### src/rtl/z_pwm_pkg.sv
// Shared constants and helpers for the z_pwm PWM generator.
package z_pwm_pkg;

  localparam int unsigned DEF_WIDTH  = 32'd20;
  localparam int unsigned DEF_PERIOD = 32'd1000000;
  localparam int unsigned DEF_INC    = 32'd20;

  // Enabled clocks per PWM period: ceil(period / inc).
  function automatic int unsigned period_clks(input int unsigned period, input int unsigned inc);
    if (inc == 32'd0) begin
      return 32'd0;
    end else begin
      return (period + inc - 32'd1) / inc;
    end
  endfunction

endpackage

### src/rtl/z_pwm_cnt.sv
// Period counter for z_pwm: advances by pINC per enabled clock and wraps to 0
// once the next value would reach pPERIOD, flagging the wrap on end_tick.
module z_pwm_cnt
  import z_pwm_pkg::*;
#(
  parameter int unsigned pWIDTH  = DEF_WIDTH,
  parameter int unsigned pPERIOD = DEF_PERIOD,
  parameter int unsigned pINC    = DEF_INC
) (
  input  logic              clk,
  input  logic              rst_n,
  input  logic              en,
  output logic [pWIDTH-1:0] cnt,
  output logic              end_tick
);

  localparam logic [pWIDTH:0] INC_EXT = pINC[pWIDTH:0];
  localparam logic [pWIDTH:0] PER_EXT = pPERIOD[pWIDTH:0];

  logic [pWIDTH-1:0] cnt_q, cnt_d;
  logic              tick_q, tick_d;
  logic [pWIDTH:0]   sum_s;

  // Next count; the sum carries one extra bit so it cannot overflow.
  always_comb begin
    sum_s  = {1'b0, cnt_q} + INC_EXT;
    cnt_d  = cnt_q;
    tick_d = 1'b0;
    if (en) begin
      if (sum_s >= PER_EXT) begin
        cnt_d  = '0;
        tick_d = 1'b1;
      end else begin
        cnt_d  = sum_s[pWIDTH-1:0];
        tick_d = 1'b0;
      end
    end else begin
      cnt_d  = cnt_q;
      tick_d = 1'b0;
    end
  end

  // Counter and wrap-pulse registers.
  always_ff @(posedge clk) begin
    if (!rst_n) begin
      cnt_q  <= '0;
      tick_q <= 1'b0;
    end else begin
      cnt_q  <= cnt_d;
      tick_q <= tick_d;
    end
  end

  assign cnt      = cnt_q;
  assign end_tick = tick_q;

endmodule

### src/rtl/z_pwm.sv
// z_pwm top: period counter plus registered duty comparator.
// Define ZPWM_DUTY_LATCH_EN to sample cyc_duty only at period boundaries.
module z_pwm
  import z_pwm_pkg::*;
#(
  parameter int unsigned pWIDTH  = DEF_WIDTH,
  parameter int unsigned pPERIOD = DEF_PERIOD,
  parameter int unsigned pINC    = DEF_INC
) (
  input  logic              clk,
  input  logic              rst_n,
  input  logic              en,
  input  logic [pWIDTH-1:0] cyc_duty,
  output logic              end_tick,
  output logic              wave
);

  if ((pINC == 32'd0) || (64'(pPERIOD) >= (64'd1 << pWIDTH))) begin : g_bad_cfg
    $fatal(1, "z_pwm: pINC must be nonzero and pPERIOD must fit in pWIDTH bits");
  end

  logic [pWIDTH-1:0] cnt_s;
  logic [pWIDTH-1:0] duty_eff_s;
  logic              wave_q, wave_d;

  z_pwm_cnt #(
    .pWIDTH (pWIDTH),
    .pPERIOD(pPERIOD),
    .pINC   (pINC)
  ) u_cnt (
    .clk     (clk),
    .rst_n   (rst_n),
    .en      (en),
    .cnt     (cnt_s),
    .end_tick(end_tick)
  );

`ifdef ZPWM_DUTY_LATCH_EN
  localparam logic [pWIDTH:0] INC_EXT = pINC[pWIDTH:0];
  localparam logic [pWIDTH:0] PER_EXT = pPERIOD[pWIDTH:0];

  logic [pWIDTH-1:0] duty_q, duty_d;
  logic [pWIDTH:0]   sum_s;
  logic              wrap_s;

  // Capture the duty on the edge that wraps, so the whole new period uses it.
  always_comb begin
    sum_s  = {1'b0, cnt_s} + INC_EXT;
    wrap_s = en & (sum_s >= PER_EXT);
    if (wrap_s) begin
      duty_d = cyc_duty;
    end else begin
      duty_d = duty_q;
    end
  end

  // Latched duty register.
  always_ff @(posedge clk) begin
    if (!rst_n) begin
      duty_q <= '0;
    end else begin
      duty_q <= duty_d;
    end
  end

  assign duty_eff_s = duty_q;
`else
  assign duty_eff_s = cyc_duty;
`endif

  // Comparator; gating with en forces the output low while paused.
  always_comb begin
    wave_d = en & (cnt_s < duty_eff_s);
  end

  // Registered PWM output.
  always_ff @(posedge clk) begin
    if (!rst_n) begin
      wave_q <= 1'b0;
    end else begin
      wave_q <= wave_d;
    end
  end

  assign wave = wave_q;

endmodule

### config.mk
export PLATFORM = sky130hd
export DESIGN_NAME = z_pwm
export DESIGN_NICKNAME = d
export VERILOG_FILES = /design/src/rtl/z_pwm_pkg.sv /design/src/rtl/z_pwm_cnt.sv /design/src/rtl/z_pwm.sv
export SDC_FILE = /design/constraint.sdc
export NUM_CORES = 1
export LEC_CHECK = 0
export ABC_AREA = 1
export CAP_MARGIN = 30
export CORE_UTILIZATION = 50
export CTS_BUF_LIST = sky130_fd_sc_hd__clkbuf_2
export CTS_CLUSTER_SIZE = 24
export DETAILED_ROUTE_END_ITERATION = 12
export HOLD_SLACK_MARGIN = 0.08
export PLACE_DENSITY = 0.77
export SLEW_MARGIN = 20
export SYNTH_ARGS = -nofsm -noshare
export SYNTH_HDL_FRONTEND = slang
export SYNTH_SLANG_ARGS = --single-unit
### constraint.sdc
create_clock -name clk -period 1.8 [get_ports clk]
set_input_delay 0.36 -clock clk [delete_from_list [all_inputs] [get_ports clk]]
set_output_delay 0.36 -clock clk [all_outputs]
set_load 0.05 [all_outputs]
# Word-level counts from Yosys, hierarchy flattened
# Index checks and enable logic that the tools add are counted.
# W data, S select, Z words.
# word_totals
inputBits	23
output_inout_bits	2
elab_cells	10
regBits	22
# op_classes
bitwise	1
n_lt_le_gt_ge	2
add_sub_neg	1
reduce_logical	1
muxes	2
# op_table
op	n
$add A20 B5 Y21 const B	1
$ge A21 B20 Y1 const B	1
$lt A20 B20 Y1	1
$mux W20	1
$reduce_and A2 Y1	1
$and A1 B1 Y1	1
$mux W1	1

# Logic depth before layout (Yosys ltp)
# depth
word_depth	3
depth_mapped	16
depth_no_buf	15

# By module
# Synthesis repeated with hierarchy kept, for this count alone.
# hier_totals
hier_cells	324
area_unflattened_um2	1948.1
# by_module_without_submodules
mod	area_per_inst_um2	seq_area_each_um2	cells_each	n_inst
z_pwm_cnt	1362.6	380.4	225	1
z_pwm	585.6	20.0	99	1

# Worst setup path before layout
# OpenSTA, ideal clock, no wires.
# synth_path
path_kind	reg-to-reg
from	reg u_cnt.cnt_q[2] (netlist: u_cnt.cnt[2])
to	reg u_cnt.cnt_q[12] (netlist: u_cnt.cnt[12])
slack_ns	-0.014
setup_time_ns	0.119
required_ns	1.681
arrival_ns	1.695
period_less_slack_ns	1.814
path_stages_with_launch	14
n_path_buf	1
path_cell_list	dfxtp_1 > ha_1 > o21ai_2 > nor2_4 > nand3_1 > nand2_1 > nand2_1 > a21boi_0 > nand2_1 > nand3_2 > nand2_2 > nand2_4 > buf_12 > nor2_2
# synth_between
elab_chain_len	3
# synth_rtl
item	line	rtl
start: declaration	z_pwm_cnt.sv:20	logic [pWIDTH-1:0] cnt_q, cnt_d;
start signal: assignment	z_pwm_cnt.sv:49	cnt_q <= cnt_d;
$add A20 B5 Y21 (*)	z_pwm_cnt.sv:26	sum_s = {1'b0, cnt_q} + INC_EXT;
$ge A21 B20 Y1	z_pwm_cnt.sv:30	if (sum_s >= PER_EXT) begin
$mux W20 (*)	z_pwm_cnt.sv:30	
# Mark *: on every way between the ends. The rest lies on a longest branch, timed or not.
# A chain may end at the register's enable or synchronous reset.

# Worst setup path after layout
# layout_path
from	reg u_cnt.cnt_q[3] (netlist: u_cnt.cnt[3])
to	reg u_cnt.cnt_q[5] (netlist: u_cnt.cnt[5])
# Same word-level chain as after synthesis.

==> metrics <==
most frequent cell after synthesis=nand2_1; remaining number of nets flagged by the antenna check after routing=0; wire length of the first global-routing pass=8.41 mm; vias in the first global route=2031; Worst Hold Slack=585 ps; clock latency reported for the late side of the worst-skew pair=360 ps; end-of-flow core utilization=0.848; worst flop-to-flop path startpoint=u_cnt.cnt[3]; Comb power frac=0.397; initial core utilization=0.529; count of boundary I/O pins=25; largest area contributor in the synthesized netlist=dfxtp_1; all-layer global routing usage=0.300; buffer cell driving the clock tree root=clkbuf_2; WHS Path Cells=2; R2R depth=13; CP arrival=2460 ps; highest attainable clock frequency=463 MHz; Max-Slew Margin vs Limit=0.687; signed area change from the synthesized netlist to the final layout=60.3%; reg-to-reg slack, setup=-360 ps; antenna cell count=0; mean post-synth cell area=6.41 µm²; Net Switching=0.441 mW; post-synthesis register bit count=20; post-layout net count=413; post-layout min period=2160 ps; crit-path max FO=8; sort of element at the start of the critical path=register; antenna violations before repair=0; Yosys top cell area share=0.223; core outline area=3390 µm²; slack of the critical path=-362 ps; final number of max-transition violations=0; H-Tree Depth=1; via count of the routed design=2407; required time of the critical path=2090 ps; average wire per standard cell=16.5 µm; Synth top cells by count=nand2_1 (72), inv_1 (46), nor2_1 (30); top flip-flop cell by instance count after synthesis=dfxtp_1; iteration count of the initial detailed-routing pass=6; number of port buffers=24; switching power as a share of total power=0.368; result of the run=complete, but fails checks; detail-routed via count per cell=5.79; async set-reset flop share out of synthesis=0; maximum number of pins on one net before global-route repair=21; die extent in y=61.9 µm; Crit Path Class=register to register; number of enable-type register cells in the synthesized netlist=0; total internal power=0.757 mW; Worst R2R End=u_cnt.cnt[5]; Cell Area, Placed=2440 µm²; die area=3830 µm²; maximum vdd ir drop=0.000363 V; Placer Congestion=0.878; final worst clock skew=26.9 ps; clock-pin slew of the registers on the worst-case setup and hold paths=240 ps; Critical Path Sink Type=register; CTS tree=built; number of unique standard cell types used by synthesis=29; Area contributors post-synth=dfxtp_1 (22%), nand2_1 (15%), ha_1 (13%); power density over the cells=417 nW/µm²; Gate Count Post-Synth=280; CP startpoint=u_cnt.cnt[3]; gr ovfl total=0; Synthesis Warnings=0; Fillers=189; final period utilization=1.20; Hold/Removal Path Class=register to register; cts hold-fix bufs=0; cell area after technology mapping=1790 µm²; final design area excluding fillers=2880 µm²; violations in the final reports=negative setup slack; drt total wl=6.85 mm; Max-cap violations=0; final setup fails=20; buffer depth of the longest clock path=2; share of cells above drive strength 1=0.386; measured slew at the worst slew-check pin=467 ps; number of design rule violations left after detail routing=0; share of synthesized area occupied by flip-flops and latches=0.223; nets in the synthesized netlist=322; reported leakage power=1.41 nW; Final Hold Vio Count=0; number of sinks driven by the clock tree=20; relative contribution of the clock network to total power=0.179; setup repair after global routing missed its margin=yes; half-perimeter wire length of the detailed placement result=3.52 mm; Reg power frac=0.425; standard-cell rows=21; initial DRC count=229; number of CTS-inserted buffers=3; startpoint of the lowest-slack hold path=u_cnt.cnt[3]; Hold EP=u_cnt.cnt[3]; die width=61.9 µm
worst max-delay path: stages (launching register included):
cell	delay, ps
dfxtp_4	410
ha_4	180
o21ai_4	190
buf_4	150
o21bai_1	100
nand2_1	110
nand2_1	90
nor2_1	110
nand2_1	70
nand3_2	100
nand3_2	90
nand2_4	160
nand2_8	120
nor2_1	200
placed cells by master (no fill, tap or decap), types with 3 or more instances in the layout:
| master | synthesis | final |
|---|---|---|
| buf_4 | 1 | 60 |
| dfxtp_1 | 20 | 6 |
| clkdlybuf4s50_1 | 0 | 22 |
| a21oi_1 | 12 | 11 |
| inv_1 | 46 | 43 |
| buf_6 | 0 | 7 |
| o21ai_0 | 14 | 14 |
| nor2_2 | 12 | 17 |
| nor2_1 | 30 | 23 |
| o21bai_1 | 3 | 3 |
| inv_2 | 0 | 3 |
| nand3_1 | 11 | 7 |
| nand2_4 | 2 | 7 |
| dfxtp_2 | 0 | 6 |
| ha_4 | 0 | 3 |
| ha_1 | 19 | 16 |
| nand3_2 | 1 | 5 |
| dfxtp_4 | 0 | 8 |
| nand2_2 | 3 | 10 |
| nor2_4 | 2 | 4 |
| nand2_1 | 72 | 59 |
| nand4_1 | 11 | 11 |
| clkbuf_2 | 0 | 3 |
metal layers:
layer | wire length (µm) | vias up | global-route usage | share of wire
li1 | - | 1078 | - | -
met1 | 2410 | 1072 | 0.363 | 0.35
met2 | 3250 | 195 | 0.527 | 0.47
met3 | 710 | 62 | 0.0331 | 0.10
met4 | 484 | 0 | 0.149 | 0.071
met5 | 0 | - | 0 | 0
power by group through the flow:
stage | clock [mW] | sequential, mW | combinational (mW)
3_3_place_gp | 0 | 0.509 | 0.327
3_5_place_dp | 0 | 0.510 | 0.338
2_1_floorplan | 0 | 0.513 | 0.177
5_1_grt | 0.225 | 0.511 | 0.514
6_report | 0.214 | 0.509 | 0.475
4_1_cts | 0.200 | 0.504 | 0.390
worst max-delay path by stage:
stage,cells past startpoint,to
after CTS,12,u_cnt.cnt[19]
final,13,u_cnt.cnt[5]
after floorplan,13,u_cnt.cnt[12]
after global placement,12,u_cnt.cnt[6]
after detailed placement,11,wave
after global routing,13,u_cnt.cnt[5]
area by class of cell:
class,instances,area [µm²],area share
clock buffers,3,15.0,0.00522
clock inverters,1,3.75,0.00131
inverters,46,173,0.0601
multi-input cells,210,1420,0.493
flip-flops and latches,20,438,0.152
well taps,46,57.6,0.0200
repair buffers,90,769,0.268
logic make-up after synthesis:
| kind of cell | after synthesis | share of synthesized area |
|---|---|---|
| DFF | 20 | 0.223 |
| xor gates and xnor gates | 5 | 0.0244 |
| adders and majority gates | 19 | 0.132 |
| and+or+nand+nor | 147 | 0.374 |
| AOI/OAI and AO/OA | 36 | 0.117 |
| muxes | 2 | 0.0112 |
| buffers and inverters | 51 | 0.118 |
per-stage QoR:
stage          instances  setup WS [ps]  total power [mW]  TNS, ps
6_report             416           -362              1.20    -4800
5_1_grt              416           -372              1.25    -6130
4_1_cts              412          -88.9              1.09    -1200
3_5_place_dp         395           -352             0.848    -4750
3_3_place_gp         395           -254             0.837    -4330
2_1_floorplan        280           8.13             0.690        0
flip-flops by register name (all words and copies together), names as in the netlist:
signal and count:
u_cnt.cnt 18, wave 1, u_cnt.end_tick 1
timing repair:
| item | CTS | global route |
|---|---|---|
| cloned | 1 | 0 |
| buffers inserted | 12 | 5 |
| pin swaps | 14 | 17 |
| gates resized for setup | 42 | 36 |
| endpoints found under the setup margin | 19 | 20 |
No activity file was read; power rests on OpenSTA's default activity.
